[src/rtl/reg_bank_pkg.sv]
// Shared constants for the 16-entry x 16-bit register bank.
// Contents:
//   DW       data width per register
//   AW       address width
//   N_REGS   number of entries (2**AW)
//   RST_VAL  value loaded by reset and by the bulk clear sweep
//   S_IDLE / S_CLEAR  state encoding of the clear sequencer
package reg_bank_pkg;

  localparam int DW     = 16;
  localparam int AW     = 4;
  localparam int N_REGS = 1 << AW;

  localparam logic [DW-1:0] RST_VAL = 16'h0000;

  localparam logic [0:0] S_IDLE  = 1'b0;
  localparam logic [0:0] S_CLEAR = 1'b1;

  // Last sweep index; the clear leaves CLEAR when the counter sits here.
  localparam logic [AW-1:0] CNT_LAST = 4'hF;

endpackage

[src/rtl/dec_4to16.sv]
// 4-to-16 one-hot decoder with enable.
// Ports:
//   addr    in   4    index to decode
//   en      in   1    when low the output is all zeros
//   onehot  out  16   bit addr set when en is high, otherwise zero
// The output is strictly one-hot or all-zero, so at most one register
// in the bank can be selected by any single instance.
module dec_4to16 (
  input  logic [3:0]  addr,
  input  logic        en,
  output logic [15:0] onehot
);

  // Gated one-hot decode of addr.
  always_comb begin
    onehot = 16'h0000;
    if (en) begin
      onehot[addr] = 1'b1;
    end else begin
      onehot = 16'h0000;
    end
  end

endmodule

[src/rtl/reg_bank_16x16_wr.sv]
// Write side of the 16-entry x 16-bit register bank.
// Accepts one write per cycle through a valid/ready handshake, runs a
// sequenced bulk clear (one entry per cycle, entry 0 first) and presents
// every register flat to the datapath read mux.
// Ports:
//   clk       in   1        system clock, rising edge
//   rst       in   1        asynchronous, active-high reset
//   wr_valid  in   1        write request
//   wr_ready  out  1        bank can accept a write this cycle (idle)
//   wr_addr   in   AW       target register index
//   wr_data   in   DW       write data
//   clr_req   in   1        one-cycle pulse starting the bulk clear
//   clr_busy  out  1        bulk clear in progress
//   q_flat    out  DW*16    register k at q_flat[DW*k+DW-1 : DW*k]
//   written   out  16       bit k set when register k was written since last reset/clear
module reg_bank_16x16_wr
  import reg_bank_pkg::*;
(
  input  logic                 clk,
  input  logic                 rst,
  input  logic                 wr_valid,
  output logic                 wr_ready,
  input  logic [AW-1:0]        wr_addr,
  input  logic [DW-1:0]        wr_data,
  input  logic                 clr_req,
  output logic                 clr_busy,
  output logic [DW*N_REGS-1:0] q_flat,
  output logic [N_REGS-1:0]    written
);

  logic [0:0]          state_r;
  logic [0:0]          state_nxt_s;
  logic [AW-1:0]       clr_cnt_r;
  logic [AW-1:0]       clr_cnt_nxt_s;
  logic [DW-1:0]       regs_r [N_REGS];
  logic [N_REGS-1:0]   written_r;
  logic                wr_accept_s;
  logic                clr_active_s;
  logic [N_REGS-1:0]   wr_en_s;
  logic [N_REGS-1:0]   clr_en_s;

  // Handshake and status are pure decodes of the state register, so
  // wr_ready never depends on wr_valid.
  assign wr_ready     = (state_r == S_IDLE);
  assign clr_busy     = (state_r == S_CLEAR);
  assign clr_active_s = (state_r == S_CLEAR);
  assign wr_accept_s  = wr_valid & wr_ready;

  // Write decoder: only enabled on an accepted write, so wr_addr is don't-care otherwise.
  dec_4to16 u_dec_wr (
    .addr   (wr_addr),
    .en     (wr_accept_s),
    .onehot (wr_en_s)
  );

  // Sweep decoder: selects the entry being cleared this cycle.
  dec_4to16 u_dec_clr (
    .addr   (clr_cnt_r),
    .en     (clr_active_s),
    .onehot (clr_en_s)
  );

  // Clear sequencer next-state: clr_req is only looked at in IDLE, so a
  // request during CLEAR neither restarts nor extends the sweep.
  always_comb begin
    state_nxt_s   = state_r;
    clr_cnt_nxt_s = clr_cnt_r;
    case (state_r)
      S_IDLE: begin
        if (clr_req) begin
          state_nxt_s = S_CLEAR;
        end else begin
          state_nxt_s = S_IDLE;
        end
      end
      S_CLEAR: begin
        // Counter wraps 15->0 on the exit edge, leaving it ready for the next sweep.
        clr_cnt_nxt_s = clr_cnt_r + 4'd1;
        if (clr_cnt_r == CNT_LAST) begin
          state_nxt_s = S_IDLE;
        end else begin
          state_nxt_s = S_CLEAR;
        end
      end
      default: begin
        state_nxt_s   = S_IDLE;
        clr_cnt_nxt_s = 4'd0;
      end
    endcase
  end

  // Sequencer state and sweep counter.
  always_ff @(posedge clk or posedge rst) begin
    if (rst) begin
      state_r   <= S_IDLE;
      clr_cnt_r <= 4'd0;
    end else begin
      state_r   <= state_nxt_s;
      clr_cnt_r <= clr_cnt_nxt_s;
    end
  end

  // Register array and written mask. Writes are only accepted in IDLE and
  // the sweep only runs in CLEAR, so the two enables never hit the same
  // entry on the same edge; the write branch still takes priority.
  always_ff @(posedge clk or posedge rst) begin
    if (rst) begin
      for (int k = 0; k < N_REGS; k++) begin
        regs_r[k] <= RST_VAL;
      end
      written_r <= 16'h0000;
    end else begin
      for (int k = 0; k < N_REGS; k++) begin
        if (wr_en_s[k]) begin
          regs_r[k]    <= wr_data;
          written_r[k] <= 1'b1;
        end else if (clr_en_s[k]) begin
          regs_r[k]    <= RST_VAL;
          written_r[k] <= 1'b0;
        end else begin
          regs_r[k]    <= regs_r[k];
          written_r[k] <= written_r[k];
        end
      end
    end
  end

  assign written = written_r;

  // Pack the register array onto the flat read bus, entry 0 in the LSBs.
  always_comb begin
    q_flat = {(DW*N_REGS){1'b0}};
    for (int k = 0; k < N_REGS; k++) begin
      q_flat[DW*k +: DW] = regs_r[k];
    end
  end

endmodule

[config.mk]
export PLATFORM = sky130hd
export DESIGN_NAME = reg_bank_16x16_wr
export DESIGN_NICKNAME = d
export VERILOG_FILES = /design/src/rtl/reg_bank_pkg.sv /design/src/rtl/dec_4to16.sv /design/src/rtl/reg_bank_16x16_wr.sv
export SDC_FILE = /design/constraint.sdc
export NUM_CORES = 1
export LEC_CHECK = 0
export ABC_AREA = 0
export CELL_PAD_IN_SITES_DETAIL_PLACEMENT = 0
export CELL_PAD_IN_SITES_GLOBAL_PLACEMENT = 1
export CORE_MARGIN = 2
export CORE_UTILIZATION = 40
export DETAILED_ROUTE_END_ITERATION = 12
export PLACE_DENSITY = 0.87
export SLEW_MARGIN = 40
export SYNTH_ARGS = -nofsm -noshare
export SYNTH_HDL_FRONTEND = slang
export SYNTH_SLANG_ARGS = --single-unit
[constraint.sdc]
create_clock -name clk -period 30.4 [get_ports clk]
set_input_delay 6.08 -clock clk [delete_from_list [all_inputs] [get_ports clk]]
set_output_delay 6.08 -clock clk [all_outputs]
set_load 0.02 [all_outputs]
; ---- Word-level counts from Yosys, hierarchy flattened
; Cells that the tools add are included.
[classes]
addsub = 1
order_cmp = 4
bitwise = 2
n_eq_ne = 1
mux = 73
reduce_logical = 18
[op_table]
columns = cell, n
row1 = $mux W16, 34
row2 = $mux W1, 36
row3 = $reduce_bool A2 Y1, 16
row4 = $lt A4 B5 Y1 const B, 2
row5 = $demux W1 S4, 2
row6 = $ge A4 B1 Y1 const B, 2
row7 = $add A4 B1 Y4 const B, 1
row8 = $eq A4 B4 Y1 const B, 1
row9 = $logic_and A1 B1 Y1, 2
row10 = $pmux W1 S2, 1
row11 = $and A1 B1 Y1, 1
row12 = $not A1 Y1, 1
[totals]
out_inout_bits = 274
regBits = 277
input_bits = 24
wordCells = 133

; ---- Longest topological paths before layout
; Gate-level depths: netlist of run 1.
[depth]
word_depth = 7
depth_mapped = 7
depth_no_buf = 5

; ---- By module
; A second synthesis of run 1 with hierarchy kept.
[unflattened]
cells_unflattened = 1007
area_unflattened_um2 = 11307.1
[by_module_without_submodules]
columns = mod, n_inst, seq_area_each_um2, area_per_inst_um2, cells_each
row1 = reg_bank_16x16_wr, 1, 6931.6, 11069.4, 961
row2 = dec_4to16 at u_dec_clr, 1, 0.0, 120.1, 23
row3 = dec_4to16 at u_dec_wr, 1, 0.0, 117.6, 23

; ---- Worst setup path after synthesis of run 1
; Ideal clock, no wire load.
[synth_timing]
path_kind = reg2out
start = register state_r, in the netlist clr_busy
end = output port wr_ready
t_required_ps = 24320
arrival_time_ps = 1028
setup_slack_ps = 23292
stages_incl_launch_ff = 5
n_path_buf = 3
path_cell_list = dfrtp_1 buf_6 buf_8 buf_6 inv_1
[synth_via]
elab_chain_len = 1
[synth_lines]
columns = element, line
row1 = "start, declared", reg_bank_16x16_wr.sv:31  ; logic [0:0] state_r;
row2 = "start signal, assigned", reg_bank_16x16_wr.sv:98  ; state_r <= state_nxt_s;
row3 = $not A1 Y1, n/a
row4 = "end, declared", reg_bank_16x16_wr.sv:22  ; output logic wr_ready,
; No other way between the ends.

==> impl_metrics.prom, run 1 <==
# TYPE chip_impl_metric gauge
chip_impl_info{name="outcome",value="finished, final reports clean"} 1
chip_impl_metric{name="setup_tns",unit="ns"} 0
chip_impl_metric{name="crit_arrival",unit="ns"} 8.75
chip_impl_metric{name="cts_num_sinks",unit=""} 277
chip_impl_metric{name="reg2reg_setup_slack",unit="ns"} 27.69
chip_impl_metric{name="detailedRoute.firstIterationViolations",unit=""} 1160
chip_impl_metric{name="vias",unit=""} 10400
chip_impl_metric{name="number_of_antenna_repair_diodes",unit=""} 0
chip_impl_metric{name="cts_hold_buf",unit=""} 0
chip_impl_metric{name="cts_made_buffers",unit=""} 28
chip_impl_metric{name="post-layout-total-power",unit="mW"} 1.80
chip_impl_info{name="final_common_cell",value="sky130_fd_sc_hd__clkdlybuf4s50_1"} 1
chip_impl_metric{name="max_slew.worst_pin.slew",unit="ns"} 0.801
chip_impl_info{name="cp_slowest_cell",value="sky130_fd_sc_hd__buf_4"} 1
chip_impl_metric{name="initial_core_util",unit=""} 0.406
chip_impl_info{name="critical_path.startpoint_type",value="input port"} 1
chip_impl_metric{name="vdd_ir_drop_max",unit="uV"} 58.2
chip_impl_metric{name="dp_hpwl",unit="um"} 23900
chip_impl_info{name="cpLargestDelayFamily",value="buffers and inverters"} 1
chip_impl_metric{name="route.antenna.remaining_nets",unit=""} 0
chip_impl_metric{name="maxClockFrequency",unit="MHz"} 123
chip_impl_metric{name="place_congestion",unit=""} 0.781
chip_impl_metric{name="syn_nets",unit=""} 1292
chip_impl_metric{name="timing.hold.worst_path_depth",unit=""} 1
chip_impl_metric{name="clk_transition_reported_paths",unit="ns"} 0.06
chip_impl_metric{name="dieWidth",unit="um"} 177
chip_impl_metric{name="post_cts_resize_count",unit=""} 0
chip_impl_metric{name="drv.max_cap_violation_count",unit=""} 0
chip_impl_info{name="cell_by_cell_trace_of_the_critical_path",value="clkdlybuf4s50_1, inv_12, buf_16, buf_6, buf_4"} 1
chip_impl_metric{name="post-cts-setup-buffer-count",unit=""} 0
chip_impl_metric{name="min_period_over_period",unit=""} 0.268
chip_impl_metric{name="worst-endpoint-required",unit="ns"} 31.00
chip_impl_metric{name="pwr_density_cell",unit="mW/mm2"} 115
chip_impl_metric{name="routed_via_density",unit=""} 5.53
chip_impl_metric{name="r2r_cells",unit=""} 5
chip_impl_info{name="holdCritPathClass",value="reg2reg"} 1
chip_impl_metric{name="clock-skew-final",unit="ns"} 0.0115
chip_impl_metric{name="die_area",unit="mm2"} 0.0315
chip_impl_metric{name="synth_seq_area_share",unit=""} 0.576
chip_impl_metric{name="area.growth.synth_to_final",unit="%"} 30.1
chip_impl_metric{name="initial_antenna_violation_count",unit=""} 0
chip_impl_metric{name="maximum_net_fanout_on_the_critical_path",unit=""} 103
chip_impl_metric{name="drc_errors",unit=""} 0
chip_impl_metric{name="boundaryPins",unit=""} 298
chip_impl_metric{name="cts_htree_levels",unit=""} 1
chip_impl_metric{name="cts_max_path_buffers",unit=""} 3
chip_impl_metric{name="grt_overflow",unit=""} 0
chip_impl_info{name="hold_sp",value="written[3]"} 1
chip_impl_info{name="worst-setup-path-type",value="in2async"} 1
chip_impl_metric{name="min_period",unit="ns"} 8.15
chip_impl_metric{name="critPathBufInv",unit=""} 5
chip_impl_metric{name="synth_warnings",unit=""} 0
chip_impl_metric{name="number_of_global_route_vias_before_repair",unit=""} 9886
chip_impl_info{name="cts_tree",value="done"} 1
chip_impl_info{name="timing.critical_path.to_type",value="asynchronous set/reset pin"} 1
chip_impl_metric{name="critical_path.max_stage_delay",unit="ns"} 0.69
chip_impl_metric{name="gr-usage-all-layers",unit=""} 0.246
chip_impl_info{name="synth_top_area_cell",value="sky130_fd_sc_hd__dfrtp_1"} 1
chip_impl_info{name="worst_r2r_endpoint",value="q_flat[13]"} 1
chip_impl_metric{name="setup_failing_eps_final",unit=""} 0
chip_impl_metric{name="placeableCoreArea",unit="mm2"} 0.0296
chip_impl_metric{name="final_net_count",unit=""} 1492
chip_impl_metric{name="slew_headroom",unit=""} 0.466
chip_impl_info{name="netlist_top_cells_area",value="sky130_fd_sc_hd__dfrtp_1 (58%), sky130_fd_sc_hd__nand3_1 (11%), sky130_fd_sc_hd__nand2_1 (8.0%)"} 1
chip_impl_metric{name="power.leakage",unit="nW"} 6.62
chip_impl_metric{name="post_synth.cell_area_avg",unit="um2"} 9.52
chip_impl_metric{name="filler_cell_count",unit=""} 2724
chip_impl_metric{name="layout-drive-gt1-share",unit=""} 0.0646
chip_impl_metric{name="fp.dieH",unit="um"} 177
chip_impl_metric{name="detailed_place.area",unit="mm2"} 0.0147
chip_impl_metric{name="grt_pass1_wl",unit="um"} 59300
chip_impl_metric{name="syn_area",unit="mm2"} 0.0120
chip_impl_metric{name="synthCells",unit=""} 1264
chip_impl_metric{name="final.hold.worst_slack",unit="ns"} 0.474
chip_impl_metric{name="drt-wirelength-per-cell",unit="um"} 21.1
chip_impl_info{name="grt_setup_unrepaired",value="false"} 1
chip_impl_info{name="critical_path.reg2reg.startpoint",value="clr_busy"} 1
chip_impl_metric{name="synth_top_area_frac",unit=""} 0.576
chip_impl_info{name="worst_hold_path.endpoint",value="written[3]"} 1
chip_impl_metric{name="timing_hold_violations_final",unit=""} 0
chip_impl_metric{name="count_of_standard_cell_rows",unit=""} 63
chip_impl_metric{name="clock_latency_reported_for_the_late_side_of_the_worst_skew_pair",unit="ns"} 0.54
chip_impl_metric{name="drt-pass1-iter-count",unit=""} 7
chip_impl_info{name="top_library_cells_by_usage_in_the_layout_fill_and_taps_aside",value="sky130_fd_sc_hd__clkdlybuf4s50_1 (289), sky130_fd_sc_hd__dfrtp_1 (277), sky130_fd_sc_hd__nand2_1 (258)"} 1
chip_impl_metric{name="synth.ff_latch_count",unit=""} 277
chip_impl_info{name="ctsRootBufferMaster",value="sky130_fd_sc_hd__clkbuf_16"} 1
chip_impl_metric{name="maximum_number_of_pins_on_one_net_before_global_route_repair",unit=""} 145
chip_impl_metric{name="port_buffers",unit=""} 297
chip_impl_metric{name="layout.cell_area.non_filler",unit="mm2"} 0.0157
chip_impl_metric{name="finalWirelength",unit="um"} 39600
chip_impl_metric{name="unique_cell_type_count_in_the_yosys_netlist",unit=""} 29
chip_impl_metric{name="slew_violations",unit=""} 0
-- kinds of logic (layout without fill, tap and decap cells) --
group	Yosys count	in the layout	synth area share
buffers and inverters	151	372	0.0785
AO/OA/AOI/OAI	274	274	0.118
adder cells (fa/ha/maj)	4	4	0.00416
AND/OR/NAND/NOR	555	555	0.222
XOR/XNOR	3	3	0.00218
flip-flops	277	277	0.576
-- Yosys cell counts --
cell	count
sky130_fd_sc_hd__a21o_1	16
sky130_fd_sc_hd__and2_0	1
sky130_fd_sc_hd__and2_1	16
sky130_fd_sc_hd__and4b_4	1
sky130_fd_sc_hd__and4bb_1	2
sky130_fd_sc_hd__buf_1	4
sky130_fd_sc_hd__buf_2	38
sky130_fd_sc_hd__buf_4	31
sky130_fd_sc_hd__buf_6	27
sky130_fd_sc_hd__buf_8	1
sky130_fd_sc_hd__clkbuf_1	46
sky130_fd_sc_hd__dfrtp_1	277
sky130_fd_sc_hd__ha_1	4
sky130_fd_sc_hd__inv_1	4
sky130_fd_sc_hd__nand2_1	258
sky130_fd_sc_hd__nand3_1	256
sky130_fd_sc_hd__nand4_1	1
sky130_fd_sc_hd__nand4_2	3
sky130_fd_sc_hd__nand4_4	1
sky130_fd_sc_hd__nand4b_2	8
sky130_fd_sc_hd__nand4bb_1	4
sky130_fd_sc_hd__nor2_1	1
sky130_fd_sc_hd__nor2b_1	2
sky130_fd_sc_hd__nor4b_4	1
sky130_fd_sc_hd__o21a_1	1
sky130_fd_sc_hd__o21ai_0	173
sky130_fd_sc_hd__o21ai_1	84
sky130_fd_sc_hd__xnor2_1	2
sky130_fd_sc_hd__xor2_1	1
-- worst max path at each step --
stage,startpoint,endpoint,slack (ns),cells past startpoint
3_5_place_dp,rst,q_flat[165],21.70,4
4_1_cts,rst,q_flat[163],22.28,4
6_report,rst,q_flat[166],22.25,5
3_3_place_gp,rst,clr_busy,21.31,4
2_1_floorplan,rst,clr_busy,16.68,1
5_1_grt,rst,q_flat[149],21.86,5
-- per-layer routing --
| layer | GRT usage | vias up | wire (um) |
|---|---|---|---|
| li1 | - | 4679 | - |
| met1 | 0.351 | 5152 | 16600 |
| met2 | 0.371 | 502 | 18000 |
| met3 | 0.0698 | 43 | 4240 |
| met4 | 0.0567 | 0 | 737 |
| met5 | 0 | - | 0 |
-- where the power goes --
| group | leakage (nW) | switching [mW] | internal, mW |
|---|---|---|---|
| Sequential | 3.75 | 0.125 | 0.538 |
| Clock | 0.449 | 0.146 | 0.197 |
| Combinational | 2.43 | 0.443 | 0.356 |
| Total | 6.62 | 0.713 | 1.09 |
-- state kept, by name, summed over array words and instances (netlist names) --
register	count
written	16
clr_cnt_r	4
clr_busy	1
q_flat	256
-- metrics by stage --
stage	setup slack (ns)	cells	util
after global routing	21.86	1875	0.528
after global placement	21.31	1823	0.497
after CTS	22.28	1874	0.527
after detailed placement	21.70	1823	0.496
after floorplan	16.68	1264	-
final	22.25	1875	0.528
-- final cells by class --
type,instances,area (um2),share of cell area
tap,390,488,0.0312
multi-input combinational,836,4180,0.267
clock buffer,40,827,0.0528
clock inverter,11,91.3,0.00583
timing repair buffer,317,3110,0.198
inverter,4,27.5,0.00176
sequential,277,6930,0.443
Power figures use the tool's default switching activity.
==> inputs of run 2 (changes only) <==
--- a/config.mk
+++ b/config.mk
@@ -9,9 +9,9 @@
 export CELL_PAD_IN_SITES_DETAIL_PLACEMENT = 0
 export CELL_PAD_IN_SITES_GLOBAL_PLACEMENT = 1
 export CORE_MARGIN = 2
-export CORE_UTILIZATION = 40
+export CORE_UTILIZATION = 34
 export DETAILED_ROUTE_END_ITERATION = 12
-export PLACE_DENSITY = 0.87
+export PLACE_DENSITY = 0.79
 export SLEW_MARGIN = 40
 export SYNTH_ARGS = -nofsm -noshare
 export SYNTH_HDL_FRONTEND = slang
==> constraint.sdc (replaced) <==
create_clock -name clk -period 6.9 [get_ports clk]
set_input_delay 1.38 -clock clk [delete_from_list [all_inputs] [get_ports clk]]
set_output_delay 1.38 -clock clk [all_outputs]
set_load 0.02 [all_outputs]
==> run 2 against run 1 <==
  * Register-to-register slack got worse by 24 ns
  * Total power grew to 4.5 times the previous value
  * Critical path type is now in2reg
  * Via count is 0.26% higher
  * Die area grew 17%
  * Flip-flop and latch count unchanged
  * Sequential power increased to 4.4 times the previous value
==> impl_metrics.prom, run 2 (synthesis results as in run 1) <==
# TYPE chip_impl_metric gauge
chip_impl_info{name="outcome",value="finished, final reports clean"} 1
chip_impl_info{name="cp_slowest_cell",value="sky130_fd_sc_hd__and4bb_2"} 1
chip_impl_info{name="holdCritPathClass",value="reg2reg"} 1
chip_impl_info{name="timing.critical_path.to_type",value="flop"} 1
chip_impl_metric{name="reg2reg_setup_slack",unit="ns"} 4.16
chip_impl_metric{name="place_congestion",unit=""} 0.778
chip_impl_metric{name="multi_input_area",unit="mm2"} 0.00418
chip_impl_info{name="worst-setup-path-type",value="in2reg"} 1
chip_impl_metric{name="maximum_number_of_pins_on_one_net_before_global_route_repair",unit=""} 133
chip_impl_metric{name="grt_overflow",unit=""} 0
chip_impl_metric{name="maxClockFrequency",unit="MHz"} 294
chip_impl_metric{name="seqCellArea",unit="mm2"} 0.00693
chip_impl_metric{name="slew_headroom",unit=""} 0.465
chip_impl_metric{name="crit_arrival",unit="ns"} 3.79
chip_impl_metric{name="route.antenna.remaining_nets",unit=""} 0
chip_impl_info{name="top_library_cells_by_usage_in_the_layout_fill_and_taps_aside",value="sky130_fd_sc_hd__clkdlybuf4s50_1 (291), sky130_fd_sc_hd__dfrtp_1 (277), sky130_fd_sc_hd__nand2_1 (258)"} 1
chip_impl_info{name="grt_setup_unrepaired",value="false"} 1
chip_impl_metric{name="cts_max_path_buffers",unit=""} 3
chip_impl_metric{name="initial_antenna_violation_count",unit=""} 0
chip_impl_metric{name="cts_made_buffers",unit=""} 30
chip_impl_metric{name="setup_failing_eps_final",unit=""} 0
chip_impl_metric{name="layout.cell_area.non_filler",unit="mm2"} 0.0159
chip_impl_metric{name="place_worst_setup_slack",unit="ns"} 2.80
chip_impl_metric{name="timing_hold_violations_final",unit=""} 0
chip_impl_metric{name="fp.dieH",unit="um"} 192
chip_impl_metric{name="filler_cell_count",unit=""} 3321
chip_impl_metric{name="die_area",unit="mm2"} 0.0369
chip_impl_metric{name="clk_transition_reported_paths",unit="ns"} 0.06
chip_impl_metric{name="gr-usage-all-layers",unit=""} 0.220
chip_impl_metric{name="final_net_count",unit=""} 1502
chip_impl_metric{name="maximum_net_fanout_on_the_critical_path",unit=""} 32
chip_impl_metric{name="number_of_global_route_vias_before_repair",unit=""} 9820
chip_impl_metric{name="clock-skew-final",unit="ns"} 0.0122
chip_impl_metric{name="cts_htree_levels",unit=""} 1
chip_impl_metric{name="post-layout-total-power",unit="mW"} 8.06
chip_impl_metric{name="cts_num_sinks",unit=""} 277
chip_impl_metric{name="number_of_antenna_repair_diodes",unit=""} 0
chip_impl_metric{name="port_buffers",unit=""} 297
chip_impl_metric{name="placeableCoreArea",unit="mm2"} 0.0347
chip_impl_metric{name="dp_hpwl",unit="um"} 26000
chip_impl_metric{name="post-cts-setup-buffer-count",unit=""} 0
chip_impl_info{name="critical_path.startpoint_type",value="input port"} 1
chip_impl_metric{name="pwr_density_cell",unit="mW/mm2"} 508
chip_impl_metric{name="slew_violations",unit=""} 0
chip_impl_metric{name="min_period_over_period",unit=""} 0.493
chip_impl_metric{name="finalWirelength",unit="um"} 41500
chip_impl_metric{name="cts_hold_buf",unit=""} 0
chip_impl_metric{name="drt-wirelength-per-cell",unit="um"} 21.4
chip_impl_metric{name="dieWidth",unit="um"} 192
chip_impl_metric{name="max_slew.worst_pin.slew",unit="ns"} 0.802
chip_impl_metric{name="min_period",unit="ns"} 3.40
chip_impl_metric{name="post_cts_resize_count",unit=""} 0
chip_impl_metric{name="count_of_standard_cell_rows",unit=""} 68
chip_impl_metric{name="initial_core_util",unit=""} 0.347
chip_impl_metric{name="detailed_place.area",unit="mm2"} 0.0149
chip_impl_metric{name="power.leakage",unit="nW"} 6.69
chip_impl_metric{name="vdd_ir_drop_max",unit="uV"} 271
chip_impl_metric{name="drv.max_cap_violation_count",unit=""} 0
chip_impl_metric{name="final.hold.worst_slack",unit="ns"} 0.475
chip_impl_metric{name="critical_path.max_stage_delay",unit="ns"} 0.85
chip_impl_info{name="cell_by_cell_trace_of_the_critical_path",value="clkdlybuf4s50_1, and4bb_2, buf_4, and2_1, o21ai_0"} 1
chip_impl_metric{name="routed_via_density",unit=""} 5.35
chip_impl_metric{name="area.growth.synth_to_final",unit="%"} 31.9
chip_impl_info{name="cts_tree",value="done"} 1
chip_impl_metric{name="worst-endpoint-required",unit="ns"} 7.29
chip_impl_metric{name="drt-pass1-iter-count",unit=""} 5
chip_impl_metric{name="grt_pass1_wl",unit="um"} 61500
chip_impl_metric{name="clock_latency_reported_for_the_late_side_of_the_worst_skew_pair",unit="ns"} 0.55
chip_impl_metric{name="setup_tns",unit="ns"} 0
chip_impl_metric{name="finalWorstSetupSlack",unit="ns"} 3.50
chip_impl_metric{name="vias",unit=""} 10400
chip_impl_metric{name="drc_errors",unit=""} 0
chip_impl_metric{name="detailedRoute.firstIterationViolations",unit=""} 1056
chip_impl_metric{name="boundaryPins",unit=""} 298
chip_impl_info{name="final_common_cell",value="sky130_fd_sc_hd__clkdlybuf4s50_1"} 1
chip_impl_metric{name="layout-drive-gt1-share",unit=""} 0.0638
chip_impl_info{name="ctsRootBufferMaster",value="sky130_fd_sc_hd__clkbuf_16"} 1
chip_impl_metric{name="flip_flop_count_of_the_largest_register_all_copies_and_words_added",unit=""} 256
run 2: per-layer routing:
layer / global-route usage / share of wire
met1: 0.312 / 0.43
met2: 0.331 / 0.45
met3: 0.0587 / 0.098
met4: 0.0619 / 0.026
met5: 0 / 0
run 2: worst paths after layout:
check | from | to | cells past startpoint
min in group asynchronous | rst | q_flat[64] | 2
worst max-delay path | wr_addr[0] | q_flat[234] | 5
worst min register to register | written[9] | written[9] | 1
max in group asynchronous | rst | q_flat[165] | 4
worst min-delay path | written[9] | written[9] | 1
worst max register to register | clr_busy | q_flat[234] | 5
run 2: power by group:
part,switching [mW],leakage [nW],internal [mW]
registers,0.572,3.75,2.37
clock network,0.640,0.466,0.951
logic,1.95,2.47,1.57
run 2: layout make-up:
cell class / count / share of cell area
Clock buffer: 41 / 0.0532
Tap cell: 455 / 0.0359
Inverter: 4 / 0.00118
Sequential cell: 277 / 0.437
Timing Repair Buffer: 325 / 0.203
Multi-Input combinational cell: 836 / 0.264
Clock inverter: 6 / 0.00662
run 2: worst max-delay path, delay by kind of cell:
family,cells,cell delay [ns]
buffers and inverters,2,0.80
and+or+nand+nor,2,1.40
AOI/OAI and AO/OA,1,0.19
run 2: per-stage QoR:
| step | instances | util |
|---|---|---|
| after CTS | 1942 | 0.456 |
| after global placement | 1893 | 0.428 |
| after global routing | 1944 | 0.457 |
| after floorplan | 1264 | - |
| final | 1944 | 0.457 |
| after detailed placement | 1895 | 0.428 |
==> inputs of run 3 (changes only) <==
==> constraint.sdc (replaced) <==
create_clock -name clk -period 3.1 [get_ports clk]
set_input_delay 0.62 -clock clk [delete_from_list [all_inputs] [get_ports clk]]
set_output_delay 0.62 -clock clk [all_outputs]
set_load 0.02 [all_outputs]
==> run 3 against run 2 <==
  * Register-to-register slack worse by 3.4 ns
  * Sequential power rose by 120%
  * Sequential share of layout area decreased by 1.1 points
  * Setup slack got worse by 3.0 ns
  * Design area increased by 2.6%
  * Die area is the same
  * Total power grew 130%
  * Core utilization up 1.2 points
  * Critical path depth is 4 lower
  * First-iteration DRC count fell by 10%
  * Routed wire length grew 3.4%
==> impl_metrics.prom, run 3 (synthesis results as in run 1) <==
# TYPE chip_impl_metric gauge
chip_impl_metric{name="drv.max_cap_violation_count",unit=""} 0
chip_impl_metric{name="placeableCoreArea",unit="mm2"} 0.0347
chip_impl_info{name="worst-setup-path-type",value="reg2out"} 1
chip_impl_metric{name="area.growth.synth_to_final",unit="%"} 35.3
chip_impl_metric{name="post-layout-total-power",unit="mW"} 18.3
chip_impl_metric{name="drc_errors",unit=""} 0
chip_impl_metric{name="pwr_density_cell",unit="mW/mm2"} 1120
chip_impl_metric{name="place_congestion",unit=""} 0.804
chip_impl_info{name="grt_setup_unrepaired",value="false"} 1
chip_impl_metric{name="boundaryPins",unit=""} 298
chip_impl_metric{name="number_of_antenna_repair_diodes",unit=""} 0
chip_impl_metric{name="cts_made_buffers",unit=""} 31
chip_impl_metric{name="number_of_global_route_vias_before_repair",unit=""} 10200
chip_impl_metric{name="critical_path.max_stage_delay",unit="ns"} 0.72
chip_impl_info{name="cpLargestDelayFamily",value="buffers and inverters"} 1
chip_impl_info{name="cp_slowest_cell",value="sky130_fd_sc_hd__clkdlybuf4s50_1"} 1
chip_impl_metric{name="maxClockFrequency",unit="MHz"} 386
chip_impl_metric{name="timing_hold_violations_final",unit=""} 0
chip_impl_metric{name="finalWorstSetupSlack",unit="ns"} 0.512
chip_impl_metric{name="setup_failing_eps_final",unit=""} 0
chip_impl_metric{name="count_of_standard_cell_rows",unit=""} 68
chip_impl_metric{name="clk_transition_reported_paths",unit="ns"} 0.06
chip_impl_metric{name="vias",unit=""} 10600
chip_impl_info{name="cts_tree",value="done"} 1
chip_impl_metric{name="port_buffers",unit=""} 297
chip_impl_metric{name="dieWidth",unit="um"} 192
chip_impl_metric{name="gr-usage-all-layers",unit=""} 0.228
chip_impl_metric{name="power.leakage",unit="nW"} 6.93
chip_impl_metric{name="post-cts-setup-buffer-count",unit=""} 0
chip_impl_info{name="top_library_cells_by_usage_in_the_layout_fill_and_taps_aside",value="sky130_fd_sc_hd__clkdlybuf4s50_1 (297), sky130_fd_sc_hd__dfrtp_1 (277), sky130_fd_sc_hd__nand2_1 (258)"} 1
chip_impl_metric{name="maximum_number_of_pins_on_one_net_before_global_route_repair",unit=""} 88
chip_impl_metric{name="routed_via_density",unit=""} 5.34
chip_impl_metric{name="layout-drive-gt1-share",unit=""} 0.0874
chip_impl_metric{name="slew_headroom",unit=""} 0.458
chip_impl_metric{name="seqCellArea",unit="mm2"} 0.00693
chip_impl_info{name="timing.critical_path.to_type",value="primary output"} 1
chip_impl_info{name="holdCritPathClass",value="in2async"} 1
chip_impl_metric{name="cts_hold_buf",unit=""} 0
chip_impl_metric{name="dp_hpwl",unit="um"} 28500
chip_impl_metric{name="slew_violations",unit=""} 0
chip_impl_metric{name="dpl.cell_count",unit=""} 1933
chip_impl_metric{name="detailed_place.area",unit="mm2"} 0.0152
chip_impl_metric{name="die_area",unit="mm2"} 0.0369
chip_impl_metric{name="place_worst_setup_slack",unit="ns"} 0.357
chip_impl_metric{name="layout.cell_area.non_filler",unit="mm2"} 0.0163
chip_impl_metric{name="finalWirelength",unit="um"} 43000
chip_impl_metric{name="flip_flop_count_of_the_largest_register_all_copies_and_words_added",unit=""} 256
chip_impl_metric{name="detailedRoute.firstIterationViolations",unit=""} 946
chip_impl_metric{name="grt_overflow",unit=""} 0
chip_impl_metric{name="initial_antenna_violation_count",unit=""} 0
chip_impl_info{name="outcome",value="finished, final reports clean"} 1
chip_impl_metric{name="worst-endpoint-required",unit="ns"} 2.48
chip_impl_metric{name="cts_htree_levels",unit=""} 1
chip_impl_metric{name="filler_cell_count",unit=""} 3315
chip_impl_metric{name="cts_num_sinks",unit=""} 277
chip_impl_metric{name="max_slew.worst_pin.slew",unit="ns"} 0.809
chip_impl_metric{name="cts_max_path_buffers",unit=""} 3
chip_impl_metric{name="non_filler_instance_count_after_layout",unit=""} 1988
chip_impl_metric{name="final_net_count",unit=""} 1539
chip_impl_metric{name="setup_tns",unit="ns"} 0
chip_impl_metric{name="min_period_over_period",unit=""} 0.835
chip_impl_info{name="critical_path.startpoint_type",value="flop"} 1
chip_impl_metric{name="post_cts_resize_count",unit=""} 0
chip_impl_info{name="ctsRootBufferMaster",value="sky130_fd_sc_hd__clkbuf_16"} 1
chip_impl_metric{name="min_period",unit="ns"} 2.59
chip_impl_metric{name="multi_input_area",unit="mm2"} 0.00418
chip_impl_metric{name="route.antenna.remaining_nets",unit=""} 0
chip_impl_metric{name="crit_arrival",unit="ns"} 1.97
chip_impl_metric{name="fin_util",unit=""} 0.469
chip_impl_metric{name="initial_core_util",unit=""} 0.347
chip_impl_metric{name="fp.dieH",unit="um"} 192
chip_impl_metric{name="vdd_ir_drop_max",unit="uV"} 563
chip_impl_metric{name="maximum_net_fanout_on_the_critical_path",unit=""} 8
chip_impl_metric{name="critPathBufInv",unit=""} 1
chip_impl_metric{name="drt-wirelength-per-cell",unit="um"} 21.6
chip_impl_metric{name="final.hold.worst_slack",unit="ns"} 0.393
chip_impl_info{name="cell_by_cell_trace_of_the_critical_path",value="clkdlybuf4s50_1"} 1
chip_impl_metric{name="drt-pass1-iter-count",unit=""} 6
chip_impl_metric{name="clock_latency_reported_for_the_late_side_of_the_worst_skew_pair",unit="ns"} 0.55
chip_impl_metric{name="grt_pass1_wl",unit="um"} 63800
chip_impl_metric{name="clock-skew-final",unit="ns"} 0.0104
chip_impl_info{name="final_common_cell",value="sky130_fd_sc_hd__clkdlybuf4s50_1"} 1
## run 3: routing by layer
metal | up-vias | wire (um) | global-route usage | share of wire
li1 | 4774 | - | - | -
met1 | 5301 | 18600 | 0.325 | 0.43
met2 | 490 | 19500 | 0.354 | 0.45
met3 | 42 | 4300 | 0.0570 | 0.10
met4 | 0 | 607 | 0.0411 | 0.014
met5 | - | 0 | 0 | 0
## run 3: final timing paths
check | start | to | slack (ns) | cells after the start
worst min register to register | written[12] | written[12] | 0.48 | 1
min in group clk | written[12] | written[12] | 0.48 | 1
worst max register to register | clr_busy | written[0] | 0.77 | 3
max in group asynchronous | rst | q_flat[255] | 1.95 | 3
worst max-delay path | clr_busy | clr_busy | 0.51 | 1
worst min-delay path | rst | q_flat[68] | 0.39 | 2
## run 3: where the power goes
part	switching [mW]	internal [mW]
combinational	4.33	3.54
clock	1.48	2.35
sequential	1.32	5.28
total	7.12	11.2
## run 3: area by class of cell
type | instances | area share
clock inverter | 10 | 0.00945
clock buffer | 45 | 0.0558
sequential | 277 | 0.426
timing repair buffer | 361 | 0.216
tap | 455 | 0.0350
inverter | 4 | 0.00115
multi-input combinational | 836 | 0.257
